==> config.mk <==
export PLATFORM = sky130hd
export DESIGN_NAME = stopwatch_lap_controller_flat
export DESIGN_NICKNAME = d
export VERILOG_FILES = /design/src/rtl/stopwatch_lap_controller_if.sv /design/src/rtl/stopwatch_lap_controller.sv /design/src/flat_wrapper.sv
export SDC_FILE = /design/constraint.sdc
export NUM_CORES = 1
export LEC_CHECK = 0
export CAP_MARGIN = 5
export CORE_MARGIN = 4
export CORE_UTILIZATION = 55
export DETAILED_ROUTE_END_ITERATION = 16
export PLACE_DENSITY = 0.82
export RECOVER_POWER = 100
export REMOVE_ABC_BUFFERS = 1
export SLEW_MARGIN = 20
export SYNTH_ARGS = -nofsm -noshare
export SYNTH_HDL_FRONTEND = slang
export SYNTH_SLANG_ARGS = --single-unit
==> constraint.sdc <==
create_clock -name mclk -period 4.7 [get_ports mclk]
set_input_delay 0.47 -clock mclk [delete_from_list [all_inputs] [get_ports mclk]]
set_output_delay 0.47 -clock mclk [all_outputs]
set_load 0.01 [all_outputs]
==> src/rtl/stopwatch_lap_controller_if.sv <==
// Button/counter/display bundle for the stopwatch lap controller.
// slave: controller side (pulses and time in, strobes and display out).
interface stopwatch_lap_controller_if #(
   parameter int TIME_W = 24,
   parameter int DEPTH  = 4
);
   localparam int IW = $clog2(DEPTH);

   logic              ss_pulse;
   logic              lap_pulse;
   logic              aux_pulse;
   logic [TIME_W-1:0] time_in;
   logic              count_en;
   logic              count_clr;
   logic [TIME_W-1:0] disp_time;
   logic [IW-1:0]     lap_idx;
   logic [IW:0]       lap_cnt;
   logic              lap_ovf;
   logic [2:0]        state;

   modport master (
      output ss_pulse, lap_pulse, aux_pulse, time_in,
      input  count_en, count_clr, disp_time,
      input  lap_idx, lap_cnt, lap_ovf, state
   );

   modport slave (
      input  ss_pulse, lap_pulse, aux_pulse, time_in,
      output count_en, count_clr, disp_time,
      output lap_idx, lap_cnt, lap_ovf, state
   );
endinterface

==> src/rtl/stopwatch_lap_controller.sv <==
// Stopwatch sequencer: run/stop/lap/recall FSM, count prescaler, lap memory.
// Ports: mclk, reset (sync, high), bus (slave): pulses, time_in -> strobes, display.
module stopwatch_lap_controller #(
   parameter int TIME_W = 24,
   parameter int DIV    = 500000,
   parameter int DEPTH  = 4
) (
   input  logic mclk,
   input  logic reset,
   stopwatch_lap_controller_if.slave bus
);
   localparam int IW = $clog2(DEPTH);
   localparam int PW = $clog2(DIV);

   localparam logic [2:0] IDLE   = 3'd0;
   localparam logic [2:0] RUN    = 3'd1;
   localparam logic [2:0] STOP   = 3'd2;
   localparam logic [2:0] LAP    = 3'd3;
   localparam logic [2:0] RECALL = 3'd4;

   logic [2:0]        st_q, st_n;
   logic [PW-1:0]     pre_q, pre_n;
   logic [IW:0]       cnt_q, cnt_n;
   logic [IW-1:0]     ridx_q, ridx_n;
   logic              ovf_q, ovf_n;
   logic [TIME_W-1:0] frz_q, frz_n;
   logic [TIME_W-1:0] disp_q, disp_n;
   logic              en_q, en_n;
   logic              clr_q, clr_n;
   logic              wr;
   logic [IW-1:0]     last_idx;

   logic [TIME_W-1:0] mem [DEPTH];

   // Priority ss > lap > aux; losers are dropped.
   logic ss, lp, ax;
   assign ss = bus.ss_pulse;
   assign lp = bus.lap_pulse & ~ss;
   assign ax = bus.aux_pulse & ~ss & ~bus.lap_pulse;

   always_comb begin
      st_n   = st_q;
      cnt_n  = cnt_q;
      ovf_n  = ovf_q;
      ridx_n = ridx_q;
      frz_n  = frz_q;
      wr     = 1'b0;
      clr_n  = 1'b0;
      unique case (st_q)
         IDLE: begin
            if (ss) st_n = RUN;
         end
         RUN, LAP: begin
            if (ss) begin
               st_n = STOP;
            end else if (lp) begin
               st_n  = LAP;
               frz_n = bus.time_in;
               if (cnt_q < (IW+1)'(DEPTH)) begin
                  wr    = 1'b1;
                  cnt_n = cnt_q + (IW+1)'(1);
               end else begin
                  ovf_n = 1'b1;
               end
            end else if (ax && st_q == LAP) begin
               st_n = RUN;
            end
         end
         STOP: begin
            if (ss) begin
               st_n = RUN;
            end else if (lp) begin
               st_n  = IDLE;
               clr_n = 1'b1;
               cnt_n = '0;
               ovf_n = 1'b0;
            end else if (ax && cnt_q != '0) begin
               st_n   = RECALL;
               ridx_n = '0;
            end
         end
         RECALL: begin
            if (ss) begin
               st_n = STOP;
            end else if (ax) begin
               if ({1'b0, ridx_q} == cnt_q - (IW+1)'(1))
                  ridx_n = '0;
               else
                  ridx_n = ridx_q + IW'(1);
            end
         end
         default: st_n = IDLE;
      endcase
   end

   // Prescaler advances on every RUN/LAP edge, so count_en marks
   // the cycle in which it sits at DIV-1 and is about to wrap.
   always_comb begin
      pre_n = pre_q;
      if (st_n == IDLE)
         pre_n = '0;
      else if (st_q == RUN || st_q == LAP)
         pre_n = (pre_q == PW'(DIV-1)) ? '0 : pre_q + PW'(1);
   end

   assign en_n = (st_n == RUN || st_n == LAP)
              && (pre_n == PW'(DIV-1));

   // Display source follows the state being entered so disp_time
   // lines up with state and lap_idx.
   always_comb begin
      disp_n = bus.time_in;
      if (st_n == LAP)
         disp_n = frz_n;
      else if (st_n == RECALL)
         disp_n = mem[ridx_n];
   end

   always_ff @(posedge mclk) begin
      if (reset) begin
         st_q   <= IDLE;
         pre_q  <= '0;
         cnt_q  <= '0;
         ridx_q <= '0;
         ovf_q  <= 1'b0;
         frz_q  <= '0;
         disp_q <= '0;
         en_q   <= 1'b0;
         clr_q  <= 1'b0;
      end else begin
         st_q   <= st_n;
         pre_q  <= pre_n;
         cnt_q  <= cnt_n;
         ridx_q <= ridx_n;
         ovf_q  <= ovf_n;
         frz_q  <= frz_n;
         disp_q <= disp_n;
         en_q   <= en_n;
         clr_q  <= clr_n;
      end
   end

   always_ff @(posedge mclk) begin
      if (!reset && wr)
         mem[cnt_q[IW-1:0]] <= bus.time_in;
   end

   // cnt==DEPTH truncates to 0, so minus one lands on DEPTH-1.
   assign last_idx = (cnt_q == '0) ? '0 : cnt_q[IW-1:0] - IW'(1);

   assign bus.state     = st_q;
   assign bus.count_en  = en_q;
   assign bus.count_clr = clr_q;
   assign bus.disp_time = disp_q;
   assign bus.lap_cnt   = cnt_q;
   assign bus.lap_ovf   = ovf_q;
   assign bus.lap_idx   = (st_q == RECALL) ? ridx_q : last_idx;
endmodule

==> src/flat_wrapper.sv <==
// flat-port wrapper written by rule: the top's interface ports become plain ports
module stopwatch_lap_controller_flat 
#(
   parameter int TIME_W = 24,
   parameter int DIV    = 500000,
   parameter int DEPTH  = 4
)
  (mclk, reset, bus_ss_pulse, bus_lap_pulse, bus_aux_pulse, bus_time_in, bus_count_en, bus_count_clr, bus_disp_time, bus_lap_idx, bus_lap_cnt, bus_lap_ovf, bus_state);
  stopwatch_lap_controller_if #(.TIME_W(TIME_W), .DEPTH(DEPTH)) bus_i ();
  input  logic mclk;
  input  logic reset;
  input wire logic [$bits(bus_i.ss_pulse)-1:0] bus_ss_pulse;
  input wire logic [$bits(bus_i.lap_pulse)-1:0] bus_lap_pulse;
  input wire logic [$bits(bus_i.aux_pulse)-1:0] bus_aux_pulse;
  input wire logic [$bits(bus_i.time_in)-1:0] bus_time_in;
  output wire logic [$bits(bus_i.count_en)-1:0] bus_count_en;
  output wire logic [$bits(bus_i.count_clr)-1:0] bus_count_clr;
  output wire logic [$bits(bus_i.disp_time)-1:0] bus_disp_time;
  output wire logic [$bits(bus_i.lap_idx)-1:0] bus_lap_idx;
  output wire logic [$bits(bus_i.lap_cnt)-1:0] bus_lap_cnt;
  output wire logic [$bits(bus_i.lap_ovf)-1:0] bus_lap_ovf;
  output wire logic [$bits(bus_i.state)-1:0] bus_state;
  assign bus_i.ss_pulse = bus_ss_pulse;
  assign bus_i.lap_pulse = bus_lap_pulse;
  assign bus_i.aux_pulse = bus_aux_pulse;
  assign bus_i.time_in = bus_time_in;
  assign bus_count_en = bus_i.count_en;
  assign bus_count_clr = bus_i.count_clr;
  assign bus_disp_time = bus_i.disp_time;
  assign bus_lap_idx = bus_i.lap_idx;
  assign bus_lap_cnt = bus_i.lap_cnt;
  assign bus_lap_ovf = bus_i.lap_ovf;
  assign bus_state = bus_i.state;
  stopwatch_lap_controller #(.TIME_W(TIME_W), .DIV(DIV), .DEPTH(DEPTH)) u_core (.mclk(mclk), .reset(reset), .bus(bus_i));
endmodule
* Word level (Yosys, flattened, before mapping) *
Memory sizes are Yosys's and may differ from the RTL's.
Cells that the tools add are included.

storage, ports and cells
  memories = 1
  memory bits (writable) = 96
  bits in registers = 78
  input bits = 29

cells by class
  magnitude comparators = 1
  bitwise gates (word level) = 6
  add/sub/neg operators = 5
  equal/unequal tests = 16
  muxes and demuxes = 45
  reductions and logical operators = 16

memory list
  memory      words  width  rd ports  clocked after memory_dff  write ports  line                            source
  u_core.mem  4      24     1         0                         1            stopwatch_lap_controller.sv:33  logic [TIME_W-1:0] mem [DEPTH];

operators by type and width
  cell                                                    number
  2-to-1 mux 24 bit                                       5
  2-to-1 mux 19 bit                                       3
  2-to-1 mux 3 bit                                        13
  equality test 19 bit (second input constant)            2
  adder 19 x 1 -> 19 bit (second input constant)          1
  2-to-1 mux 2 bit                                        8
  2-to-1 mux 1 bit                                        12
  one-hot mux 3 bit (4 select lines)                      1
  AND reduction 6 bit                                     2
  equality test 3 x 2 -> 1 bit (second input constant)    3
  zero test 3 bit                                         3
  equality test 3 x 1 -> 1 bit (second input constant)    2
  equality test 3 bit (second input constant)             2
  inequality test 2 x 1 -> 1 bit (second input constant)  3
  inequality test 2 bit (second input constant)           3
  one-hot mux 3 bit (2 select lines)                      1
  logical AND 1 bit                                       4
  one-hot mux 2 bit (2 select lines)                      1
  adder 3 x 1 -> 3 bit (second input constant)            1
  bitwise AND 1 bit                                       3
  equality test 2 x 3 -> 1 bit                            1
  less-than comparator 3 bit (second input constant)      1
  NOT 1 bit                                               3
  nonzero test 3 bit                                      1
  other kinds (9)                                         10

* Depth between registers and ports, before layout *
Gate-level depths: netlist (run 1).

  depth after elaboration = 12
  gate-level depth with buffers = 11
  depth with buffers taken out = 8

* Worst setup path before layout (run 1) *
OpenSTA, ideal clock, no wires.

  path kind = register to register
  start = register u_core.st_q[0] (netlist: u_core.bus.state[0])
  end = memory u_core.mem[0][0], enable pin
  arrival = 3.249 ns
  stages on the path, launching flop included = 8
  period minus slack after synthesis = 3.684 ns
  slack = 1.016 ns
  buffers on the path = 4
  path through = dfxtp_1 > buf_2 > nand2b_1 > clkbuf_1 > or2_2 > clkbuf_1 > clkbuf_1 > nor3_1

on the way
  cells in the longest elaborated chain, start to end = 6

RTL lines
  element                                                                              line                             source
  from (decl)                                                                          stopwatch_lap_controller.sv:21   logic [2:0] st_q, st_n;
  from (signal assigned)                                                               stopwatch_lap_controller.sv:131  st_q <= st_n;
  equality test 3 x 1 -> 1 bit / equality test 3 x 2 -> 1 bit (equally long branches)  stopwatch_lap_controller.sv:49   unique case (st_q)
  OR reduction 2 bit (*)                                                               stopwatch_lap_controller.sv:49
  2-to-1 mux 1 bit (*)                                                                 stopwatch_lap_controller.sv:49
  logical AND 1 bit (*)                                                                stopwatch_lap_controller.sv:144  if (!reset && wr)
  2-to-1 mux 1 bit (*)                                                                 stopwatch_lap_controller.sv:144
  2-to-1 mux 1 bit (not written as such) (*)                                           stopwatch_lap_controller.sv:145  mem[cnt_q[IW-1:0]] <= bus.time_in;
  to (decl)                                                                            stopwatch_lap_controller.sv:33

Mark *: on every way between the ends. The rest lies on a longest branch, timed or not.

* Final worst setup path (run 1) *
  start = register u_core.st_q[0] (netlist: u_core.bus.state[0])
  end = memory u_core.mem[0][5], enable pin

The elaborated chain is that of the path after synthesis.

==> flow_summary.yaml, run 1 <==
layout:
  antenna_cells: 0
  fin_util: 0.668
  final_nets: 710
  area_growth_syn_to_layout_pct: 17.7
  layout-drive-gt1-share: 0.0670
  fin_cells: 859
route:
  drt-total-wl_mm: 15.5
  ant_nets: 0
  dr.pass1.iters: 5
  via_count: 5084
  routedWlPerCell_um: 18.1
  drc_errors: 0
  drtIter0Drc: 440
  detail_route.vias_per_cell: 5.92
worst_setup_path:
  cp_data_arrival_time_ns: 3.91
  required_ns: 4.71
  slowest_stage: "clkbuf_1"
  crit_fanout: 26
  crit_type: "reg -> reg"
  cp-start-kind: "flip-flop"
  cp_num_buf_inv: 1
  max_stage_delay_ns: 1.27
  path_cells: "nand2b_1 -> or2_0 -> nor3_2 -> clkbuf_1"
  endpoint_kind: "flip-flop"
  crit_family: "simple AND/OR/NAND/NOR gates"
synthesis:
  synthCells: 632
  synth_fa_ha_area_frac: 0.0103
  async_flop_share: 0
  synth_warnings: 0
  ys.flop_type: "edfxtp_1"
  synth_cell_types: 49
  ys_top_cells_by_area: "edfxtp_1, dfxtp_1, mux2i_1, nand2_1, o221ai_1"
  yosys-mux-area-fraction: 0.0692
  synth_area_leader_cell: "edfxtp_1"
  synth_edf_count: 96
  synth_top_family_by_area: "simple AND/OR/NAND/NOR gates"
  seq_area_frac_synth: 0.613
  synth_common_cells: "edfxtp_1, nand2_1, dfxtp_1, mux2i_1, nor2_1"
  synthSimpleGateAreaFrac: 0.149
  synthXorXnorAreaFrac: 0.0266
  avgSynthCellArea_um2: 11.5
  syn_area_mm2: 0.00725
  synth_seq_cells: 174
  synth_top_area_frac: 0.397
  synth-compound-area-share: 0.104
  post-synth-top-count-cell: "edfxtp_1"
pwr:
  seqPwrFrac: 0.525
  peakVddDrop_v: 0.000229
  power_density_mw_per_mm2: 366
  p_leak_nw: 3.27
  power_frac_comb: 0.050
  swShare: 0.215
  intPower_w: 0.00245
  p_switching_w: 0.000671
  pwr-share-clk: 0.424
timing:
  worst_slew_pin_slew_ns: 1.90
  max_freq_mhz: 257
  hold_violations: 0
  fin_worst_hold_slack_ns: 0.457
  fin_crit_ns: 3.90
  fin_crit_sh: 0.829
  grt_setup_unrepaired: "false"
  tns_ns: 0
  fin_ws_ns: 0.802
  clock_skew_ns: 0.00716
  finalMaxSlewViolations: 127
  finalSetupViolCount: 0
  slew_headroom: -0.269
floorplan:
  die_area_mm2: 0.0151
  die_w_um: 123
  start_util: 0.568
  dieHeight_um: 123
  io_pins: 64
  core-area_mm2: 0.0128
  rows: 41
clock_network:
  clkLatencyLatePin_ns: 0.42
  holdBufCountCts: 0
  ctsResizeCount: 0
  clkTransAtPathRegs_ns: 0.06
  cts_tree: "yes"
  cts_buffer_depth: 2
  post_cts_buffers: 0
  cts-root-buf: "clkbuf_16"
  cts_buffers: 17
  clock-sinks: 174
  cts-htree-levels: 4
place:
  routabilityCongestion: 0.883
  hpwlAfterDp_mm: 9.49
  numPortBuffers: 63
  pre_cts_slack_ns: 1.02
  dp_cells: 828
global_route:
  grt_max_degree: 50
  grt.total_usage: 0.217
  antenna_found_initial: 1
  grt_pass1_wl_mm: 25.4
  grt_pass1_vias: 5141
  grt_overflow_total: 0
hold_path:
  hp-class: "reg -> reg"
outcome:
  violations: "max-capacitance violations, max-slew violations"
  status: "complete, but fails checks"
run:
  maxCapViolCount: 4
## registers in the layout, summed over array words and instances (netlist names)
register              count
u_core.ridx_q             2
u_core.bus.count_en       1
u_core.bus.lap_ovf        1
u_core.pre_q             19
u_core.bus.count_clr      1
u_core.frz_q             24
u_core.mem               96
u_core.bus.state          3
u_core.bus.lap_cnt        3
u_core.bus.disp_time     24
## metal layers
metal  global-route usage  vias up  part of all wire
met4               0.0630        2             0.014
met2                0.369      226              0.50
met5                    0        -           0.00084
met1                0.277     2432              0.41
met3               0.0521       28             0.068
li1                     -     2396                 -
## final timing paths
kind / slack, ns / depth (start not counted) / from / to
setup reg to reg: 0.80 / 4 / u_core.bus.state[0] / u_core.mem[0][5]
hold reg to reg: 0.46 / 2 / u_core.frz_q[7] / u_core.frz_q[7]
setup / recovery: 0.80 / 4 / u_core.bus.state[0] / u_core.mem[0][5]
hold / removal: 0.46 / 2 / u_core.frz_q[7] / u_core.frz_q[7]
## kinds of logic (layout without fill, tap and decap cells)
logic type | count (synthesis) | in the layout
simple gates | 224 | 224
flops | 174 | 174
compound gates | 105 | 105
buf+inv | 51 | 106
mux | 50 | 50
xor+xnor | 22 | 22
fa+ha+maj | 6 | 6
## tightest hold or removal path: cells and delay by family, from the launching register on
| family | cells | cell delay [ns] |
|---|---|---|
| AO/OA/AOI/OAI | 1 | 0.05 |
| AND/OR/NAND/NOR | 1 | 0.05 |
| flip-flops | 1 | 0.31 |
## final cells by class
cell class / instances / area (um2)
Sequential cell: 174 / 4440
Inverter: 5 / 18.8
Timing Repair Buffer: 70 / 664
Clock inverter: 12 / 111
Tap cell: 172 / 215
Clock buffer: 19 / 453
Multi-Input combinational cell: 407 / 2630
Fill cell: 874 / 4240
## placed cells by master, fill, tap and decap left out, types with 5 or more instances in the layout
cell,netlist,final
a21o_1,27,27
mux2i_1,49,49
nand2b_1,9,8
ha_1,6,6
nor4_1,6,5
a21oi_1,31,31
inv_1,5,5
nor2_1,37,37
xor2_1,8,8
nor3_1,12,11
xnor2_1,14,14
edfxtp_1,96,96
dlygate4sd3_1,0,60
nand2_1,85,85
o221ai_1,24,24
nand3b_1,5,5
nand4_1,6,6
nand3_1,32,32
dfxtp_1,78,78
clkbuf_16,0,17
## metrics by stage
stage / power (W) / area (um2)
floorplan: 0.00174 / 7070
global placement: 0.00183 / 7990
detailed placement: 0.00184 / 7990
CTS: 0.00315 / 8560
global route: 0.00323 / 8540
finish: 0.00313 / 8540
## power by group through the flow
stage	Sequential (W)	Combinational (W)	Clock (W)
finish	0.00164	0.000157	0.00133
floorplan	0.00168	0.0000631	0
global placement	0.00167	0.000159	0
global route	0.00164	0.000174	0.00141
CTS	0.00164	0.000167	0.00134
detailed placement	0.00168	0.000165	0
(Power assumes the default switching activity.)
==> run 2: changes to the inputs <==
Clock period 4.7 ns to 4 ns, I/O delays scaled along.
==> run 2 against run 1 <==
Compared with the run above: the run still ends with max-capacitance violations, max-slew violations left; clock power increased by 16%; critical path type unchanged; sequential power up 18%; non-clock buffer count grew 2; clock-buffer cell count rose by 2; sequential share of layout area about the same; clock skew hardly changed.
==> flow_summary.yaml, run 2 (synthesis results as in run 1) <==
layout:
  largest_reg_flops: 96
  final_nets: 712
  design_area_mm2: 0.00853
  layout-drive-gt1-share: 0.0652
  mostFrequentLayoutCell: "edfxtp_1"
  area_growth_syn_to_layout_pct: 17.6
  final_cell_mix: "edfxtp_1, nand2_1, dfxtp_1, dlygate4sd3_1, mux2i_1"
  fin_cells: 863
timing:
  fin_crit_sh: 0.884
  fin_worst_hold_slack_ns: 0.357
  fin_ws_ns: 0.463
  hold_violations: 0
  fin_crit_ns: 3.54
  max_freq_mhz: 283
  clock_skew_ns: 0.00716
  worst_slew_pin_slew_ns: 1.72
  slew_headroom: -0.152
  finalSetupViolCount: 0
  grt_setup_unrepaired: "false"
  finalMaxSlewViolations: 102
worst_setup_path:
  required_ns: 4.26
  max_stage_delay_ns: 1.25
  cp_data_arrival_time_ns: 3.80
  crit_fanout: 49
  crit_end: "u_core.bus.disp_time[19]"
  endpoint_kind: "flip-flop"
  reg2regPathDepth: 8
  reg2reg_to: "u_core.bus.disp_time[19]"
  reg2reg_slack_ns: 0.46
  path_cells: "inv_1 -> ha_1 -> xor2_1 -> a31oi_1 -> a32oi_4 -> clkbuf_2 -> mux2i_1 -> o221ai_1"
  setup.worst_path.start: "u_core.bus.lap_cnt[0]"
  crit_type: "reg -> reg"
  slowest_stage: "clkbuf_2"
  rr_startpoint: "u_core.bus.lap_cnt[0]"
  cp-start-kind: "flip-flop"
place:
  dp_cells: 830
  pre_cts_slack_ns: 0.724
  hpwlAfterDp_mm: 9.57
  place_area_mm2: 0.00802
  numPortBuffers: 63
  routabilityCongestion: 0.865
clock_network:
  cts_buffers: 17
  post_cts_buffers: 0
  cts-htree-levels: 4
  clkTransAtPathRegs_ns: 0.06
  ctsResizeCount: 0
  clkLatencyLatePin_ns: 0.43
  cts_buffer_depth: 2
  cts-root-buf: "clkbuf_16"
  cts_tree: "yes"
  clock-sinks: 174
  holdBufCountCts: 0
hold_path:
  hp-class: "in -> reg"
  min_from: "reset"
floorplan:
  core-area_mm2: 0.0128
  die_area_mm2: 0.0151
  dieHeight_um: 123
  io_pins: 64
  rows: 41
  die_w_um: 123
  start_util: 0.568
route:
  ant_nets: 0
  drt-total-wl_mm: 15.6
  detail_route.vias_per_cell: 5.87
  via_count: 5062
  drtIter0Drc: 482
  drc_errors: 0
  routedWlPerCell_um: 18.1
  dr.pass1.iters: 5
pwr:
  power.total_w: 0.00365
  peakVddDrop_v: 0.000228
  p_leak_nw: 3.26
  power_density_mw_per_mm2: 428
outcome:
  violations: "max-capacitance violations, max-slew violations"
  status: "complete, but fails checks"
run:
  maxCapViolCount: 3
global_route:
  grt_pass1_vias: 5105
  grt_max_degree: 50
  grt_overflow_total: 0
  grt.total_usage: 0.217
  grt_pass1_wl_mm: 25.1
  antenna_found_initial: 1
==> run 2: where the power goes <==
group          total (W)  leakage, nW  switching [W]  internal, W
combinational   0.000182         1.50       0.000103    0.0000791
sequential       0.00193         1.50      0.0000189      0.00191
clock            0.00154        0.260       0.000672     0.000863
==> run 2: how the worst min path moves through the flow <==
| stage | end | slack (ns) | cells past startpoint |
|---|---|---|---|
| after global placement | u_core.frz_q[0] | 0.44 | 2 |
| final | u_core.ridx_q[0] | 0.36 | 2 |
| after CTS | u_core.ridx_q[0] | 0.34 | 2 |
| after floorplan | u_core.frz_q[0] | 0.43 | 2 |
| after global routing | u_core.ridx_q[0] | 0.37 | 2 |
| after detailed placement | u_core.frz_q[1] | 0.45 | 2 |
==> run 2: through the flow <==
stage / TNS [ns] / utilization
detailed placement: 0 / 0.628
CTS: 0 / 0.671
floorplan: -39.64 / -
global route: 0 / 0.668
finish: 0 / 0.668
global placement: 0 / 0.628
==> run 2: layer usage <==
metal / wire length [um] / vias up / global-route usage / share of wire
met4: 345 / 0 / 0.0861 / 0.022
li1: - / 2401 / - / -
met1: 6600 / 2437 / 0.266 / 0.42
met5: 0 / - / 0 / 0
met3: 924 / 40 / 0.0544 / 0.059
met2: 7720 / 184 / 0.366 / 0.49
==> run 2: final cells by class <==
type,count,area (um2)
Timing Repair Buffer,72,681
Sequential cell,174,4440
Multi-Input combinational cell,407,2620
Inverter,5,18.8
Clock buffer,21,440
Antenna cell,1,2.50
Fill cell,892,4240
Clock inverter,11,109
Tap cell,172,215
==> run 2: worst max-delay path: cells and delay by family (launching register included) <==
kind	cells	cell delay, ns
buffers and inverters	2	1.40
multiplexers	1	0.33
flip-flops	1	0.45
adder cells (fa/ha/maj)	1	0.33
AO/OA/AOI/OAI	3	0.60
XOR/XNOR	1	0.21
==> run 3: changes to the inputs <==
Settings changed: CORE_UTILIZATION 55 to 45, PLACE_DENSITY 0.82 to 0.7.
==> run 3 against run 2 <==
Compared with the run above: the flow still finishes with violations (max-capacitance violations, max-slew violations); wire length up 1.0%; final cell count up 4.9%; clock power up 11%; fmax up 2.0%; hold slack worse by 0.13 ns; sequential share of layout area down 0.84 points; setup slack better by 0.069 ns; combinational power about the same; clock skew up 0.0011 ns; critical path type unchanged; sequential power about the same.
==> flow_summary.yaml, run 3 (synthesis results as in run 1) <==
layout:
  final_cell_mix: "edfxtp_1, nand2_1, dfxtp_1, dlygate4sd3_1, mux2i_1"
  area_growth_syn_to_layout_pct: 19.5
  final_nets: 711
  mostFrequentLayoutCell: "edfxtp_1"
  layout-drive-gt1-share: 0.0682
  antenna_cells: 0
  fillers: 1296
  largest_reg_flops: 96
route:
  drt-total-wl_mm: 15.8
  via_count: 5045
  ant_nets: 0
  drc_errors: 0
  detail_route.vias_per_cell: 5.57
  routedWlPerCell_um: 17.4
  dr.pass1.iters: 5
  drtIter0Drc: 312
floorplan:
  die_area_mm2: 0.0182
  die_w_um: 135
  rows: 46
  start_util: 0.458
  core-area_mm2: 0.0158
  io_pins: 64
  dieHeight_um: 135
worst_setup_path:
  slowest_stage: "or2_0"
  reg2reg_slack_ns: 0.53
  cp-start-kind: "flip-flop"
  crit_type: "reg -> reg"
  reg2reg_to: "u_core.mem[3][17]"
  max_stage_delay_ns: 1.28
  path_cells: "nand2b_1 -> or2_0 -> nor3_1 -> and2_0 -> buf_4"
  cp_num_buf_inv: 1
  crit_fanout: 26
  endpoint_kind: "flip-flop"
  required_ns: 4.14
  cp_data_arrival_time_ns: 3.61
  crit_family: "simple AND/OR/NAND/NOR gates"
  rr_startpoint: "u_core.bus.state[2]"
  reg2regPathDepth: 5
hold_path:
  worstHoldPathCells: 2
  hold_path_end: "u_core.bus.state[2]"
  min_from: "reset"
  hp-class: "in -> reg"
global_route:
  grt_overflow_total: 0
  grt.total_usage: 0.179
  grt_max_degree: 60
  grt_pass1_wl_mm: 25.7
  grt_pass1_vias: 4936
  antenna_found_initial: 2
clock_network:
  clock-sinks: 174
  cts_tree: "yes"
  cts_buffers: 17
  holdBufCountCts: 0
  cts-root-buf: "clkbuf_16"
  clkTransAtPathRegs_ns: 0.06
  cts-htree-levels: 4
  ctsResizeCount: 0
  clkLatencyLatePin_ns: 0.43
  cts_buffer_depth: 2
  post_cts_buffers: 0
outcome:
  violations: "max-capacitance violations, max-slew violations"
  status: "complete, but fails checks"
timing:
  clock_skew_ns: 0.00827
  slew_headroom: -0.105
  worst_slew_pin_slew_ns: 1.65
  tns_ns: 0
  grt_setup_unrepaired: "false"
  max_freq_mhz: 288
  fin_ws_ns: 0.532
  hold_violations: 0
  fin_crit_sh: 0.867
  finalSetupViolCount: 0
  fin_crit_ns: 3.47
  finalMaxSlewViolations: 52
pwr:
  p_leak_nw: 3.30
  intPower_w: 0.00299
  power_frac_comb: 0.048
  seqPwrFrac: 0.504
  pwr-share-clk: 0.447
  p_switching_w: 0.000838
  swShare: 0.219
  power_density_mw_per_mm2: 441
  peakVddDrop_v: 0.000290
place:
  routabilityCongestion: 0.833
  hpwlAfterDp_mm: 9.74
  numPortBuffers: 63
  pre_cts_slack_ns: 0.762
run:
  maxCapViolCount: 2
-- run 3: cell count changes in the layout (fill, tap and decap cells not counted), moves of 2 or more --
cell and change:
clkbuf_1 -3, buf_4 +3, inv_8 +2, bufinv_16 +2, clkbuf_2 -5
-- run 3: metal layers --
layer | up-vias | routed length (um) | global-route usage
li1 | 2395 | - | -
met1 | 2451 | 6880 | 0.232
met2 | 166 | 7640 | 0.295
met3 | 29 | 966 | 0.0507
met4 | 4 | 250 | 0.0526
met5 | - | 21 | 0
-- run 3: area by class of cell --
type                    instances  area [um2]  area share
clock buffers                  18         429      0.0495
clock inverters                14         181      0.0209
inverters                       5        18.8     0.00216
multi-input cells             407        2630       0.303
flip-flops and latches        174        4440       0.513
well taps                     216         270      0.0312
repair buffers                 71         698      0.0805
-- run 3: power groups by stage --
stage          clock network (W)  logic (W)  registers, W
2_1_floorplan                  0  0.0000742       0.00197
3_3_place_gp                   0   0.000190       0.00197
3_5_place_dp                   0   0.000196       0.00197
4_1_cts                  0.00174   0.000198       0.00193
5_1_grt                  0.00181   0.000203       0.00193
6_report                 0.00171   0.000184       0.00193
-- run 3: worst max path at each step --
stage                                startpoint                       end  depth (start not counted)
final                       u_core.bus.state[2]         u_core.mem[3][17]                          5
after global routing        u_core.bus.state[2]         u_core.mem[1][23]                          5
after global placement            bus_lap_pulse  u_core.bus.disp_time[15]                          8
after CTS                 u_core.bus.lap_cnt[0]   u_core.bus.disp_time[1]                          8
after floorplan           u_core.bus.lap_cnt[0]   u_core.bus.disp_time[0]                          7
after detailed placement           bus_ss_pulse   u_core.bus.disp_time[1]                          7
-- run 3: stage by stage --
stage | instance area, um2 | utilization | hold slack [ns] | total power (W) | instances
final | 8670 | 0.548 | 0.222 | 0.00382 | 905
after global routing | 8670 | 0.548 | 0.203 | 0.00394 | 905
after CTS | 8680 | 0.548 | 0.191 | 0.00387 | 905
after detailed placement | 8070 | 0.510 | 0.447 | 0.00217 | 873
after global placement | 8070 | 0.510 | 0.441 | 0.00216 | 873
after floorplan | 7070 | - | 0.431 | 0.00205 | 586
